<file path="src/rtl/uart_pkg.sv">
// Shared UART definitions: receiver state encoding, frame-format defaults and
// a counter-width helper used by the receive and transmit datapaths.
package uart_pkg;

    localparam int UART_DATA_BITS  = 8;
    localparam int UART_OVERSAMPLE = 16;

    typedef enum logic [2:0] {
        IDLE,
        START,
        DATA,
        PARITY,
        STOP,
        WAIT_HIGH
    } rx_state_t;

    // Width of a counter running 0..n-1, never narrower than one bit.
    function automatic int cnt_width(input int n);
        return (n <= 2) ? 1 : $clog2(n);
    endfunction

endpackage

</file>
<file path="src/rtl/uart_os_tick.sv">
// Oversample tick generator: a DIV-clock counter that pulses o_tick on wrap.
// i_clr holds the phase at zero so the first tick lands DIV clocks after release.
module uart_os_tick
    import uart_pkg::*;
#(
    parameter int DIV = 2
) (
    input  logic clk,
    input  logic reset,
    input  logic i_en,
    input  logic i_clr,
    output logic o_tick
);

    localparam int DW = cnt_width(DIV);

    logic [DW-1:0] r_cnt;
    logic          w_wrap;

    assign w_wrap = (r_cnt == DW'(DIV - 1));
    assign o_tick = i_en & w_wrap;

    always_ff @(posedge clk or negedge reset) begin
        if (!reset) begin
            r_cnt <= '0;
        end else if (i_clr || o_tick) begin
            r_cnt <= '0;
        end else if (i_en) begin
            r_cnt <= r_cnt + DW'(1);
        end
    end

endmodule

</file>
<file path="src/rtl/uart_rx.sv">
// UART receiver, 8N1 LSB-first, oversampled with mid-bit sampling and a
// valid/ready byte output. Define UART_RX_PARITY_EN to add an even-parity bit.
module uart_rx
    import uart_pkg::*;
#(
    parameter int DIV        = 2,
    parameter int OVERSAMPLE = UART_OVERSAMPLE,
    parameter int DATA_BITS  = UART_DATA_BITS
) (
    input  logic                 clk,
    input  logic                 reset,
    input  logic                 rx_in,
    output logic [DATA_BITS-1:0] rx_data,
    output logic                 rx_valid,
    input  logic                 rx_ready,
    output logic                 frame_err,
    output logic                 overrun,
    output logic                 parity_err
);

    localparam int OS_W  = $clog2(OVERSAMPLE);
    localparam int BIT_W = $clog2(DATA_BITS + 1);

    localparam logic [OS_W-1:0]  OS_MID   = OS_W'(OVERSAMPLE / 2 - 1);
    localparam logic [OS_W-1:0]  OS_LAST  = OS_W'(OVERSAMPLE - 1);
    localparam logic [BIT_W-1:0] BIT_LAST = BIT_W'(DATA_BITS - 1);

    logic                 r_sync1;
    logic                 r_sync2;
    logic                 w_rx_s;
    rx_state_t            r_state;
    logic [OS_W-1:0]      r_os_cnt;
    logic [BIT_W-1:0]     r_bit_cnt;
    logic [DATA_BITS-1:0] r_shift;
    logic [DATA_BITS-1:0] r_data;
    logic                 r_valid;
    logic                 r_frame_err;
    logic                 r_overrun;
    logic                 w_tick;
    logic                 w_cnt_en;
    logic                 w_os_last;
    logic                 w_byte_ok;

    // NOTE: non-blocking assignments keep the two stages as distinct flops;
    // blocking ones would collapse the synchronizer into a single register.
    always_ff @(posedge clk or negedge reset) begin
        if (!reset) begin
            r_sync1 <= 1'b1;
            r_sync2 <= 1'b1;
        end else begin
            r_sync1 <= rx_in;
            r_sync2 <= r_sync1;
        end
    end

    assign w_rx_s    = r_sync2;
    assign w_cnt_en  = (r_state != IDLE) && (r_state != WAIT_HIGH);
    assign w_os_last = (r_os_cnt == OS_LAST);

    uart_os_tick #(
        .DIV (DIV)
    ) u_os_tick (
        .clk    (clk),
        .reset  (reset),
        .i_en   (w_cnt_en),
        .i_clr  (!w_cnt_en),
        .o_tick (w_tick)
    );

`ifdef UART_RX_PARITY_EN
    logic r_par_bad;
    logic r_parity_err;

    assign w_byte_ok  = !r_par_bad;
    assign parity_err = r_parity_err;
`else
    assign w_byte_ok  = 1'b1;
    assign parity_err = 1'b0;
`endif

    always_ff @(posedge clk or negedge reset) begin
        if (!reset) begin
            r_state     <= IDLE;
            r_os_cnt    <= '0;
            r_bit_cnt   <= '0;
            r_shift     <= '0;
            r_data      <= '0;
            r_valid     <= 1'b0;
            r_frame_err <= 1'b0;
            r_overrun   <= 1'b0;
`ifdef UART_RX_PARITY_EN
            r_par_bad    <= 1'b0;
            r_parity_err <= 1'b0;
`endif
        end else begin
            // NOTE: error strobes default low every clock; the case below
            // raises them for exactly the one cycle they apply.
            r_frame_err <= 1'b0;
            r_overrun   <= 1'b0;
`ifdef UART_RX_PARITY_EN
            r_parity_err <= 1'b0;
`endif
            if (r_valid && rx_ready) begin
                r_valid <= 1'b0;
            end
            if (w_tick) begin
                r_os_cnt <= w_os_last ? '0 : r_os_cnt + OS_W'(1);
            end

            unique case (r_state)
                IDLE: begin
                    if (!w_rx_s) begin
                        r_os_cnt <= '0;
                        r_state  <= START;
                    end
                end
                START: begin
                    if (w_tick && (r_os_cnt == OS_MID)) begin
                        if (w_rx_s) begin
                            r_state <= IDLE;
                        end else begin
                            r_os_cnt  <= '0;
                            r_bit_cnt <= '0;
`ifdef UART_RX_PARITY_EN
                            r_par_bad <= 1'b0;
`endif
                            r_state   <= DATA;
                        end
                    end
                end
                DATA: begin
                    if (w_tick && w_os_last) begin
                        r_shift   <= {w_rx_s, r_shift[DATA_BITS-1:1]};
                        r_bit_cnt <= r_bit_cnt + BIT_W'(1);
                        if (r_bit_cnt == BIT_LAST) begin
`ifdef UART_RX_PARITY_EN
                            r_state <= PARITY;
`else
                            r_state <= STOP;
`endif
                        end
                    end
                end
`ifdef UART_RX_PARITY_EN
                PARITY: begin
                    if (w_tick && w_os_last) begin
                        r_par_bad    <= (w_rx_s != ^r_shift);
                        r_parity_err <= (w_rx_s != ^r_shift);
                        r_state      <= STOP;
                    end
                end
`endif
                STOP: begin
                    if (w_tick && w_os_last) begin
                        if (!w_rx_s) begin
                            r_frame_err <= 1'b1;
                            r_state     <= WAIT_HIGH;
                        end else begin
                            r_state <= IDLE;
                            // A byte accepted this very clock frees the slot.
                            if (w_byte_ok) begin
                                if (!r_valid || rx_ready) begin
                                    r_data  <= r_shift;
                                    r_valid <= 1'b1;
                                end else begin
                                    r_overrun <= 1'b1;
                                end
                            end
                        end
                    end
                end
                WAIT_HIGH: begin
                    if (w_rx_s) begin
                        r_state <= IDLE;
                    end
                end
                default: r_state <= IDLE;
            endcase
        end
    end

    assign rx_data   = r_data;
    assign rx_valid  = r_valid;
    assign frame_err = r_frame_err;
    assign overrun   = r_overrun;

endmodule

</file>
<file path="config.mk">
export PLATFORM = sky130hd
export DESIGN_NAME = uart_rx
export DESIGN_NICKNAME = d
export VERILOG_FILES = /design/src/rtl/uart_pkg.sv /design/src/rtl/uart_os_tick.sv /design/src/rtl/uart_rx.sv
export SDC_FILE = /design/constraint.sdc
export NUM_CORES = 1
export LEC_CHECK = 0
export BUFFER_PORTS_ARGS = -buffer_cell sky130_fd_sc_hd__buf_2
export CAP_MARGIN = 10
export CORE_MARGIN = 5
export CORE_UTILIZATION = 50
export DETAILED_ROUTE_END_ITERATION = 8
export GPL_ROUTABILITY_DRIVEN = 0
export PLACE_DENSITY_LB_ADDON = 0.05
export SETUP_SLACK_MARGIN = 0.4
export SLEW_MARGIN = 20
export SYNTH_ARGS = -nofsm -noshare
export SYNTH_HDL_FRONTEND = slang
export SYNTH_SLANG_ARGS = --single-unit
</file>
<file path="constraint.sdc">
create_clock -name clk -period 4.3 [get_ports clk]
set_clock_uncertainty 0.05 [all_clocks]
set_input_delay 0.43 -clock clk [delete_from_list [all_inputs] [get_ports clk]]
set_output_delay 0.43 -clock clk [all_outputs]
set_load 0.1 [all_outputs]
</file>
==> results.ini <==
[sta]
setup_viol=0
hold_slack_ps=90.7
max_slew_margin_pct=53.7
timing.fmax_mhz=483
fin_tns_setup_ps=0
slew_violations=0
layout_setup_ws_ps=2230
worst_pin_slew_ps=695
finalCriticalPeriod_ps=2070
rsz0062_at_grt=no
finalCritPeriodShare_pct=48.1
hold_violations=0

[setup_path]
crit_arrival_ps=2230
path_class=flip-flop to flip-flop
r2r-end=rx_data[5]
r2r_slack_ps=2230
cp-start-kind=flip-flop
slowest_stage=dfrtp_1
critPathCaptureType=flip-flop
critPathMaxFanout=8
r2r-start=r_os_cnt[0]
worst-path-buf-inv=0
crit_required_ps=4460
slowest_delay_ps=440
startpoint=r_os_cnt[0]
cp_cell_sequence=ha_1, and4_2, nand4b_1, nand2b_1, mux2_2
rr_worst_depth=5
cp_top_family=simple AND/OR/NAND/NOR gates

[cells_and_area]
drive_gt1_share_pct=30.7
syn2layout_area_growth_pct=9.07
antenna_cells=0
nets=142
fin_util_pct=55.1

[power_and_ir_drop]
finalPower_mw=0.795
total_leakage_power_nw=0.808
power.density_nw_per_um2=485
vdd_drop_max_v=0.000275

[synth]
avgSynthCellArea_sq_um=12.2
ys_ff_latch=33
ys.flop_type=dfrtp_1
async_reset_ff_share_pct=100
ys_types=40
synth-edff-count=0
yosysTopAreaCellShare_pct=51.6
yosys_warnings=0
synth-seq-area-share_pct=55.1
ys_top_cells_by_area=dfrtp_1 52%, mux2_2 12%, dfstp_2 3.5%, o21ai_0 2.0%, nand2_1 1.7%
syn_area_sq_um=1500
synthCells=123
synth_nets=129
yosys.area.top_type=dfrtp_1

[route]
top_layer=met4
drcViolationCount=0
wirelength_mm=2.53
dr_wl_met2_mm=1.15
vias_per_cell=5.77
drtIter0Drc=42
wl_met3_um=163
drt-wirelength-per-cell_um=14.9
drtPass1Iterations=4
num_vias=981
wl_met1_mm=1.17
postRouteAntennaNets=0

[floorplanning]
core_area_sq_um=2980
rows=20
ios=16
die-area_sq_um=4200
fp.dieH_um=64.8
start_util_pct=50.5
die_x_um=64.8

[min_path]
hp-class=input port to asynchronous set/reset pin

[clock_tree]
clock_latency_ps=320
cts_root_buf=clkbuf_4
cts_setup_buffers=0
clock-sinks=33
tritoncts=yes
path_clk_slew_ps=100
htree_levels=2
cts.path.max_buffers=2
hold_buffers=0
cts-resized-gates=0
numCtsBuffers=5

[grt]
grt.overflow.total=0
grt_pass1_wl_mm=4.39
grt_pass1_vias=924
grt_max_degree=34
grtUsageTotal_pct=13.7
antenna_found_initial=0

[placed_design]
hpwlAfterDp_mm=1.73
port_buffers=14
place_ws_ps=2260

[status]
run_status=finished clean

[run]
max_cap_violations=0

[flip-flops by register name (all words and copies together) (netlist names)]
register and flops:
r_sync1 1, overrun 1, rx_data 8, rx_valid 1
r_bit_cnt 4, frame_err 1, u_os_tick.r_cnt 1, r_sync2 1
r_shift 8, r_state 3, r_os_cnt 4
[report_power, final]
part,internal (mW),leakage (nW),switching [mW]
logic,0.0714,0.323,0.0866
clock network,0.139,0.0455,0.0987
registers,0.342,0.440,0.0575
[metal layers]
metal / track usage, % / vias to the layer above
met5: 0 / -
met4: 6.07 / 0
met3: 4.51 / 5
met2: 19.9 / 35
met1: 18.6 / 472
li1: - / 469
[worst max path at each step]
stage / to / cells past startpoint / slack (ps)
floorplan: rx_data[0] / 4 / 2430
global placement: rx_data[5] / 5 / 2340
detailed placement: rx_data[5] / 5 / 2260
CTS: rx_data[5] / 5 / 2240
global route: rx_data[5] / 5 / 2140
finish: rx_data[5] / 5 / 2230
[cell usage after synthesis (all sizes together), types with 2 or more instances]
| cell type | number |
|---|---|
| a31oi | 2 |
| nand3b | 3 |
| mux2 | 17 |
| nand2b | 4 |
| o21ai | 7 |
| nand2 | 7 |
| buf | 6 |
| ha | 2 |
| mux2i | 2 |
| dfstp | 2 |
| nand3 | 2 |
| nor3 | 2 |
| a21oi | 2 |
| nand4 | 3 |
| nor2 | 7 |
| dfrtp | 31 |
| nor4 | 3 |
| nor4b | 2 |
| clkbuf | 2 |
| nor2b | 2 |
[per-stage QoR]
step	instances	area, sq um
2_1_floorplan	123	1500
3_3_place_gp	162	1560
3_5_place_dp	162	1560
4_1_cts	170	1640
5_1_grt	170	1640
6_report	170	1640
[cell families (layout without fill, tap and decap cells)]
family / count (synthesis) / count (layout) / synth area share (%)
compound gates: 19 / 19 / 8.24
other cells: 1 / 1 / 0.249
fa+ha+maj: 2 / 2 / 1.66
flops: 33 / 33 / 55.1
buf+inv: 8 / 22 / 3.99
simple gates: 41 / 41 / 16.5
mux: 19 / 19 / 14.3
[placed cells by master (no fill, tap or decap), drive strengths merged]
cell type,instances
a21o,1
nand3b,3
o31a,1
nor4,3
nor3,2
nor2b,2
nand2b,4
a22o,1
a21oi,2
clkbuf,7
o31ai,1
a211o,1
nor2,7
nor3b,1
nand3,2
a32oi,1
o21a,1
or4b,1
a31oi,2
buf,14
or3b,1
dfstp,2
ha,2
nand4,3
a2111oi,1
bufinv,1
conb,1
mux2,17
o21ai,7
nand4b,1
dfrtp,31
and2b,1
nand2,7
nor4b,2
and4,1
mux2i,2
[final cells by class]
cell class,instances,area (sq um)
Timing Repair Buffer,14,70.1
Clock buffer,7,55.1
Sequential cell,33,828
Tap cell,33,41.3
Clock inverter,1,30.0
Fill cell,268,1340
Multi-Input combinational cell,82,616
(Power assumes the default switching activity.)
